**src/rtl/dump_pkg.sv**
```systemverilog
// rtl/dump_pkg.sv - shared FSM state type and lane-select helper for the memory dump streamer
//
// Contents:
//   dump_state_t : FSM states IDLE, RD, CAP, EMIT, CSUM, DONE
//   lane_of()    : byte index -> lane number within a word
package dump_pkg;

    typedef enum logic [2:0] {
        ST_IDLE = 3'd0,
        ST_RD   = 3'd1,
        ST_CAP  = 3'd2,
        ST_EMIT = 3'd3,
        ST_CSUM = 3'd4,
        ST_DONE = 3'd5
    } dump_state_t;

    // Lane counts are powers of two, so the lane is the low bits of the byte index.
    function automatic int unsigned lane_of(input logic [31:0] idx, input int unsigned lanes);
        return idx & (lanes - 1);
    endfunction

endpackage

```
**src/rtl/dump_lane_mux.sv**
```systemverilog
// rtl/dump_lane_mux.sv - selects one byte lane out of a latched memory word
//
// Ports:
//   word  in   NUM_LANES*DATA_W  latched word, lane L at [L*DATA_W +: DATA_W]
//   sel   in   SEL_W             lane to present
//   data  out  DATA_W            selected lane value
module dump_lane_mux
    import dump_pkg::*;
#(
    parameter int NUM_LANES = 4,
    parameter int DATA_W    = 8,
    parameter int SEL_W     = 2
) (
    input  logic [NUM_LANES*DATA_W-1:0] word,
    input  logic [SEL_W-1:0]            sel,
    output logic [DATA_W-1:0]           data
);

    always_comb begin
        data = word[DATA_W-1:0];
        for (int l = 1; l < NUM_LANES; l++) begin
            if (sel == SEL_W'(l)) begin
                data = word[l*DATA_W +: DATA_W];
            end
        end
    end

endmodule

```
**src/rtl/mem_dump_streamer.sv**
```systemverilog
// rtl/mem_dump_streamer.sv - walks a byte range of the banked data memory and streams (index, byte) beats
//
// Optional feature macro: DUMP_CHECKSUM_EN (adds a trailing checksum beat and the out_is_csum/out_csum ports).
//
// Ports:
//   clk, rst           clock, asynchronous active-low reset
//   start, abort       1-cycle start request (ignored while busy), synchronous cancel
//   base_idx, byte_cnt first byte index and byte count, sampled on accepted start
//   mem_addr, mem_re   shared word address and read enable to all lane banks
//   mem_rdata          all lanes of the addressed word, one cycle after mem_re
//   out_valid/ready    beat handshake; out_idx, out_data, out_last describe the beat
//   busy, done         dump in progress; 1-cycle pulse after the final beat is accepted
//   out_is_csum, out_csum  (DUMP_CHECKSUM_EN only) checksum beat marker and value
module mem_dump_streamer
    import dump_pkg::*;
#(
    parameter int NUM_LANES   = 4,
    parameter int DATA_W      = 8,
    parameter int WORD_ADDR_W = 10,
`ifdef DUMP_CHECKSUM_EN
    parameter int CSUM_W      = 16,
`endif
    localparam int LANE_BITS  = $clog2(NUM_LANES),
    localparam int IDX_W      = WORD_ADDR_W + LANE_BITS
) (
    input  logic                        clk,
    input  logic                        rst,
    input  logic                        start,
    input  logic                        abort,
    input  logic [IDX_W-1:0]            base_idx,
    input  logic [IDX_W:0]              byte_cnt,
    output logic [WORD_ADDR_W-1:0]      mem_addr,
    output logic                        mem_re,
    input  logic [NUM_LANES*DATA_W-1:0] mem_rdata,
    output logic                        out_valid,
    input  logic                        out_ready,
    output logic [IDX_W-1:0]            out_idx,
    output logic [DATA_W-1:0]           out_data,
    output logic                        out_last,
`ifdef DUMP_CHECKSUM_EN
    output logic                        out_is_csum,
    output logic [CSUM_W-1:0]           out_csum,
`endif
    output logic                        busy,
    output logic                        done
);

    // A single-lane memory still needs a 1-bit select vector.
    localparam int LSEL_W = (LANE_BITS > 0) ? LANE_BITS : 1;

    dump_state_t                 state;
    logic [IDX_W-1:0]            cur_idx;
    logic [IDX_W:0]              remaining;
    logic [NUM_LANES*DATA_W-1:0] word_q;
    logic [LSEL_W-1:0]           lane;
    logic [DATA_W-1:0]           lane_data;
    logic                        last_lane;
    logic                        final_beat;
`ifdef DUMP_CHECKSUM_EN
    logic [CSUM_W-1:0]           csum;
`endif

    assign lane       = LSEL_W'(lane_of(32'(cur_idx), NUM_LANES));
    assign last_lane  = (lane == LSEL_W'(NUM_LANES - 1));
    assign final_beat = (remaining == (IDX_W+1)'(1));

    dump_lane_mux #(
        .NUM_LANES (NUM_LANES),
        .DATA_W    (DATA_W),
        .SEL_W     (LSEL_W)
    ) u_lane_mux (
        .word (word_q),
        .sel  (lane),
        .data (lane_data)
    );

    always_ff @(posedge clk or negedge rst) begin
        if (!rst) begin
            state     <= ST_IDLE;
            cur_idx   <= '0;
            remaining <= '0;
            word_q    <= '0;
`ifdef DUMP_CHECKSUM_EN
            csum      <= '0;
`endif
        end else if (abort) begin
            state <= ST_IDLE;
        end else begin
            case (state)
                ST_IDLE: begin
                    if (start) begin
                        cur_idx   <= base_idx;
                        remaining <= byte_cnt;
`ifdef DUMP_CHECKSUM_EN
                        csum      <= '0;
`endif
                        state     <= (byte_cnt == '0) ? ST_DONE : ST_RD;
                    end
                end
                ST_RD: begin
                    state <= ST_CAP;
                end
                ST_CAP: begin
                    // One read covers every lane of the word; lanes are served from here.
                    word_q <= mem_rdata;
                    state  <= ST_EMIT;
                end
                ST_EMIT: begin
                    if (out_ready) begin
                        cur_idx   <= cur_idx + IDX_W'(1);
                        remaining <= remaining - (IDX_W+1)'(1);
`ifdef DUMP_CHECKSUM_EN
                        csum      <= csum + CSUM_W'(lane_data);
`endif
                        if (final_beat) begin
`ifdef DUMP_CHECKSUM_EN
                            state <= ST_CSUM;
`else
                            state <= ST_DONE;
`endif
                        end else if (last_lane) begin
                            state <= ST_RD;
                        end
                    end
                end
                ST_CSUM: begin
                    if (out_ready) begin
                        state <= ST_DONE;
                    end
                end
                ST_DONE: begin
                    state <= ST_IDLE;
                end
                default: begin
                    state <= ST_IDLE;
                end
            endcase
        end
    end

    // Outputs are decoded from the state so that reset and abort clear them immediately.
    always_comb begin
        mem_re    = (state == ST_RD);
        mem_addr  = mem_re ? WORD_ADDR_W'(cur_idx >> LANE_BITS) : '0;
        busy      = (state == ST_RD) || (state == ST_CAP) || (state == ST_EMIT) || (state == ST_CSUM);
        done      = (state == ST_DONE);
        out_valid = (state == ST_EMIT);
        out_idx   = (state == ST_EMIT) ? cur_idx : '0;
        out_data  = (state == ST_EMIT) ? lane_data : '0;
`ifdef DUMP_CHECKSUM_EN
        out_last    = (state == ST_CSUM);
        out_is_csum = (state == ST_CSUM);
        out_csum    = (state == ST_CSUM) ? csum : '0;
        if (state == ST_CSUM) begin
            out_valid = 1'b1;
            out_data  = DATA_W'(csum);
        end
`else
        out_last  = (state == ST_EMIT) && final_beat;
`endif
    end

endmodule
```
**config.mk**
```make
export PLATFORM = sky130hd
export DESIGN_NAME = mem_dump_streamer
export DESIGN_NICKNAME = d
export VERILOG_FILES = /design/src/rtl/dump_pkg.sv /design/src/rtl/dump_lane_mux.sv /design/src/rtl/mem_dump_streamer.sv
export SDC_FILE = /design/constraint.sdc
export NUM_CORES = 1
export LEC_CHECK = 0
export ABC_AREA = 1
export BUFFER_PORTS_ARGS = -buffer_cell sky130_fd_sc_hd__buf_2
export CORE_AREA = 2 2 107 109
export CTS_BUF_LIST = sky130_fd_sc_hd__clkbuf_4 sky130_fd_sc_hd__clkbuf_8 sky130_fd_sc_hd__clkbuf_16
export DETAILED_ROUTE_END_ITERATION = 8
export DIE_AREA = 0 0 109 111
export GPL_ROUTABILITY_DRIVEN = 0
export PLACE_DENSITY = 0.58
export SLEW_MARGIN = 10
export SYNTH_ARGS = -nofsm -noshare
export SYNTH_HDL_FRONTEND = slang
export SYNTH_SLANG_ARGS = --single-unit
```
**constraint.sdc**
```tcl
create_clock -name clk -period 3.7 [get_ports clk]
set_input_delay 0.925 -clock clk [delete_from_list [all_inputs] [get_ports clk]]
set_output_delay 0.925 -clock clk [all_outputs]
set_load 0.005 [all_outputs]
```
==> metrics.md <==
| Metric | Value |
|---|---|
| DRC | 0 |
| Crit start category | register |
| Post-CTS sizing | 0 |
| Syn nets | 552 |
| Most common cell after layout, fill and taps aside | nand2_1 |
| Fin util | 41.5% |
| Maximum clock rate | 0.332 GHz |
| Final Slew Violations | 0 |
| Root Buffer Master | clkbuf_16 |
| Worst hold stages | 2 |
| Clk sinks | 60 |
| Final hold vios | 0 |
| Part of the cycle the worst path needs | 81.4% |
| Avg WL per Cell | 13.4 um |
| Sequential fraction of the synthesis area | 40.1% |
| Skew final | 0.0108 ns |
| Hold-fix buffers at CTS | 0 |
| Worst-Skew Late Latency | 0.33 ns |
| Synthesis-to-finish area growth | 22.8% |
| Fill cells | 1109 |
| Mapped Area | 3750 sq um |
| Via density | 4.77 |
| Initial DRC Count | 236 |
| # nets final | 642 |
| Relative slew slack | 51.8% |
| Buffers & Inverters on Critical Path | 3 |
| Avg Inst Size Synth | 7.72 sq um |
| Worst r2r src | state[2] |
| Via total after detailed routing | 3446 |
| Worst EP arrival | 2.09 ns |
| DRT Wirelength | 9.66 mm |
| Core Footprint | 11100 sq um |
| Worst r2r dst | cur_idx[11] |
| PwrDens | 731 nW/um^2 |
| Reg2Reg Setup Slack | 1.25 ns |
| Max cap viols | 0 |
| Crit Path Max Fanout | 9 |
| Tightest Pin Transition | 0.722 ns |
| Die Ht | 111 um |
| RSZ-0062 raised after global routing | false |
| Grt ovf | 0 |
| N_diodes | 0 |
| Crit path time final | 3.01 ns |
| Clock slew seen by the registers of the worst setup and hold paths | 0.06 ns |
| CP most frequent cell | inv_1 |
| Critical path cell sequence | inv_1, ha_1, inv_1, nand2_1, nand3_1, o21ai_0, a21oi_1, buf_2 |
| Post-Syn Instances | 485 |
| Setup CP Type | register to primary output |
| Final Setup Violations | 0 |
| Hpwl dp | 7.10 mm |
| Port bufs | 96 |
| Status | complete, no violations |
| Die area | 12100 sq um |
| End of the worst hold path | remaining[5] |
| First-pass GRT wire length | 16.0 mm |
| Most frequent cells in the layout | 132 x nand2_1, 96 x buf_2, 79 x nor2_1 |
| # IOs | 97 |
| H-tree levels | 3 |
| Synth unique cells | 29 |
| Worst R2R Path Depth | 10 |
| Vias in the first global route | 3386 |
| Max clock buf depth | 2 |
| Largest delay contributor family on the critical path | buffers and inverters |
| Hold Crit Class | register to register |
| Yosys reg bits | 60 |
| DRT antenna net count | 0 |
| Pleak | 0.00250 uW |
| Pre-antenna DRT Iters | 4 |
| Worst-path cell with the longest stage delay | dfrtp_1 |
| Setup TNS | 0 ns |
| VDD IR max | 0.268 mV |
| Chip width | 109 um |
| Fraction of layout cells with a size suffix above 1 | 27.2% |
| Worst setup EP type | primary output |
| Critical Path RT | 2.77 ns |
| Critical path's largest stage delay | 0.40 ns |
| Initial antenna violation count | 0 |
| FP Rows | 39 |
| Postcts setup bufs | 0 |
| CTS buffer count | 9 |
| CTS tree | done |
| Hold Path Origin | remaining[5] |
| Pin count of the biggest net entering global routing | 49 |
| Tot GR Track Use | 16.8% |
| Synth warn | 0 |
| Initial Utilization | 33.8% |
## registers in the layout, indices dropped and copies added, names as in the netlist
signal and count:
cur_idx 12, remaining 13, state 3, word_q 32
## how the worst max path moves through the flow
stage | start | end | slack (ns) | depth (start not counted)
2_1_floorplan | cur_idx[0] | out_data[5] | 1.48 | 5
3_3_place_gp | abort | word_q[6] | 0.99 | 5
3_5_place_dp | abort | word_q[18] | 0.94 | 5
4_1_cts | cur_idx[1] | out_data[0] | 0.68 | 8
5_1_grt | cur_idx[1] | out_data[1] | 0.54 | 8
6_report | cur_idx[1] | out_data[0] | 0.69 | 8
## kinds of logic after synthesis
family | count (synthesis) | synth area share, %
compound gates | 65 | 9.02
buf+inv | 64 | 7.95
xor+xnor | 4 | 0.935
mux | 32 | 12.6
flops | 60 | 40.1
simple gates | 255 | 27.7
fa+ha+maj | 5 | 1.67
## cell type report
class	count	area, sq um	share of cell area, %
repair buffers	99	503	10.9
inverters	44	165	3.59
clock buffers	10	233	5.06
clock inverters	6	72.6	1.58
flip-flops and latches	60	1500	32.6
well taps	143	179	3.89
multi-input cells	361	1950	42.3
## power breakdown
group	internal (uW)	switching [uW]	leakage [uW]
clock	534	314	0.000147
sequential	974	237	0.000731
combinational	589	714	0.00162
## routing by layer
| layer | track usage (%) | vias to the layer above | share of wire [%] | routed length, um |
|---|---|---|---|---|
| met3 | 4.06 | 9 | 7.7 | 741 |
| met2 | 26.2 | 120 | 44 | 4270 |
| li1 | - | 1741 | - | - |
| met5 | 0 | - | 0 | 0 |
| met4 | 4.87 | 0 | 0.99 | 96 |
| met1 | 23.0 | 1576 | 47 | 4550 |
## synth_stat cells, drive strengths merged
master	n	area share [%]
or2	2	0.33
clkbuf	5	0.50
dfrtp	60	40
o21ai	46	6.1
buf	15	3.0
o211ai	2	0.40
nand2	133	13
o21bai	1	0.20
xnor2	1	0.23
xor2	3	0.70
mux2	32	13
nor3	3	0.40
inv	44	4.4
nor2	80	8.1
nand3b	2	0.40
o31ai	1	0.20
a21boi	1	0.20
a21oi	14	1.9
ha	5	1.7
nand4	5	0.84
nand3	30	4.3
## worst min-delay path, stage by stage (launching register included)
cell and delay, ns:
dfrtp_1 0.35, nand2_1 0.06, nand2_1 0.04
## stage by stage
stage	setup WS, ns	std cells	total power [uW]	hold slack, ns	instance area (sq um)
after floorplan	1.48	485	2170	0.442	3750
after global placement	0.987	707	2490	0.467	4300
after detailed placement	0.940	707	2530	0.472	4300
after CTS	0.681	723	3400	0.485	4600
after global routing	0.541	723	3650	0.514	4600
final	0.687	723	3360	0.486	4600
(Power assumes the default switching activity.)
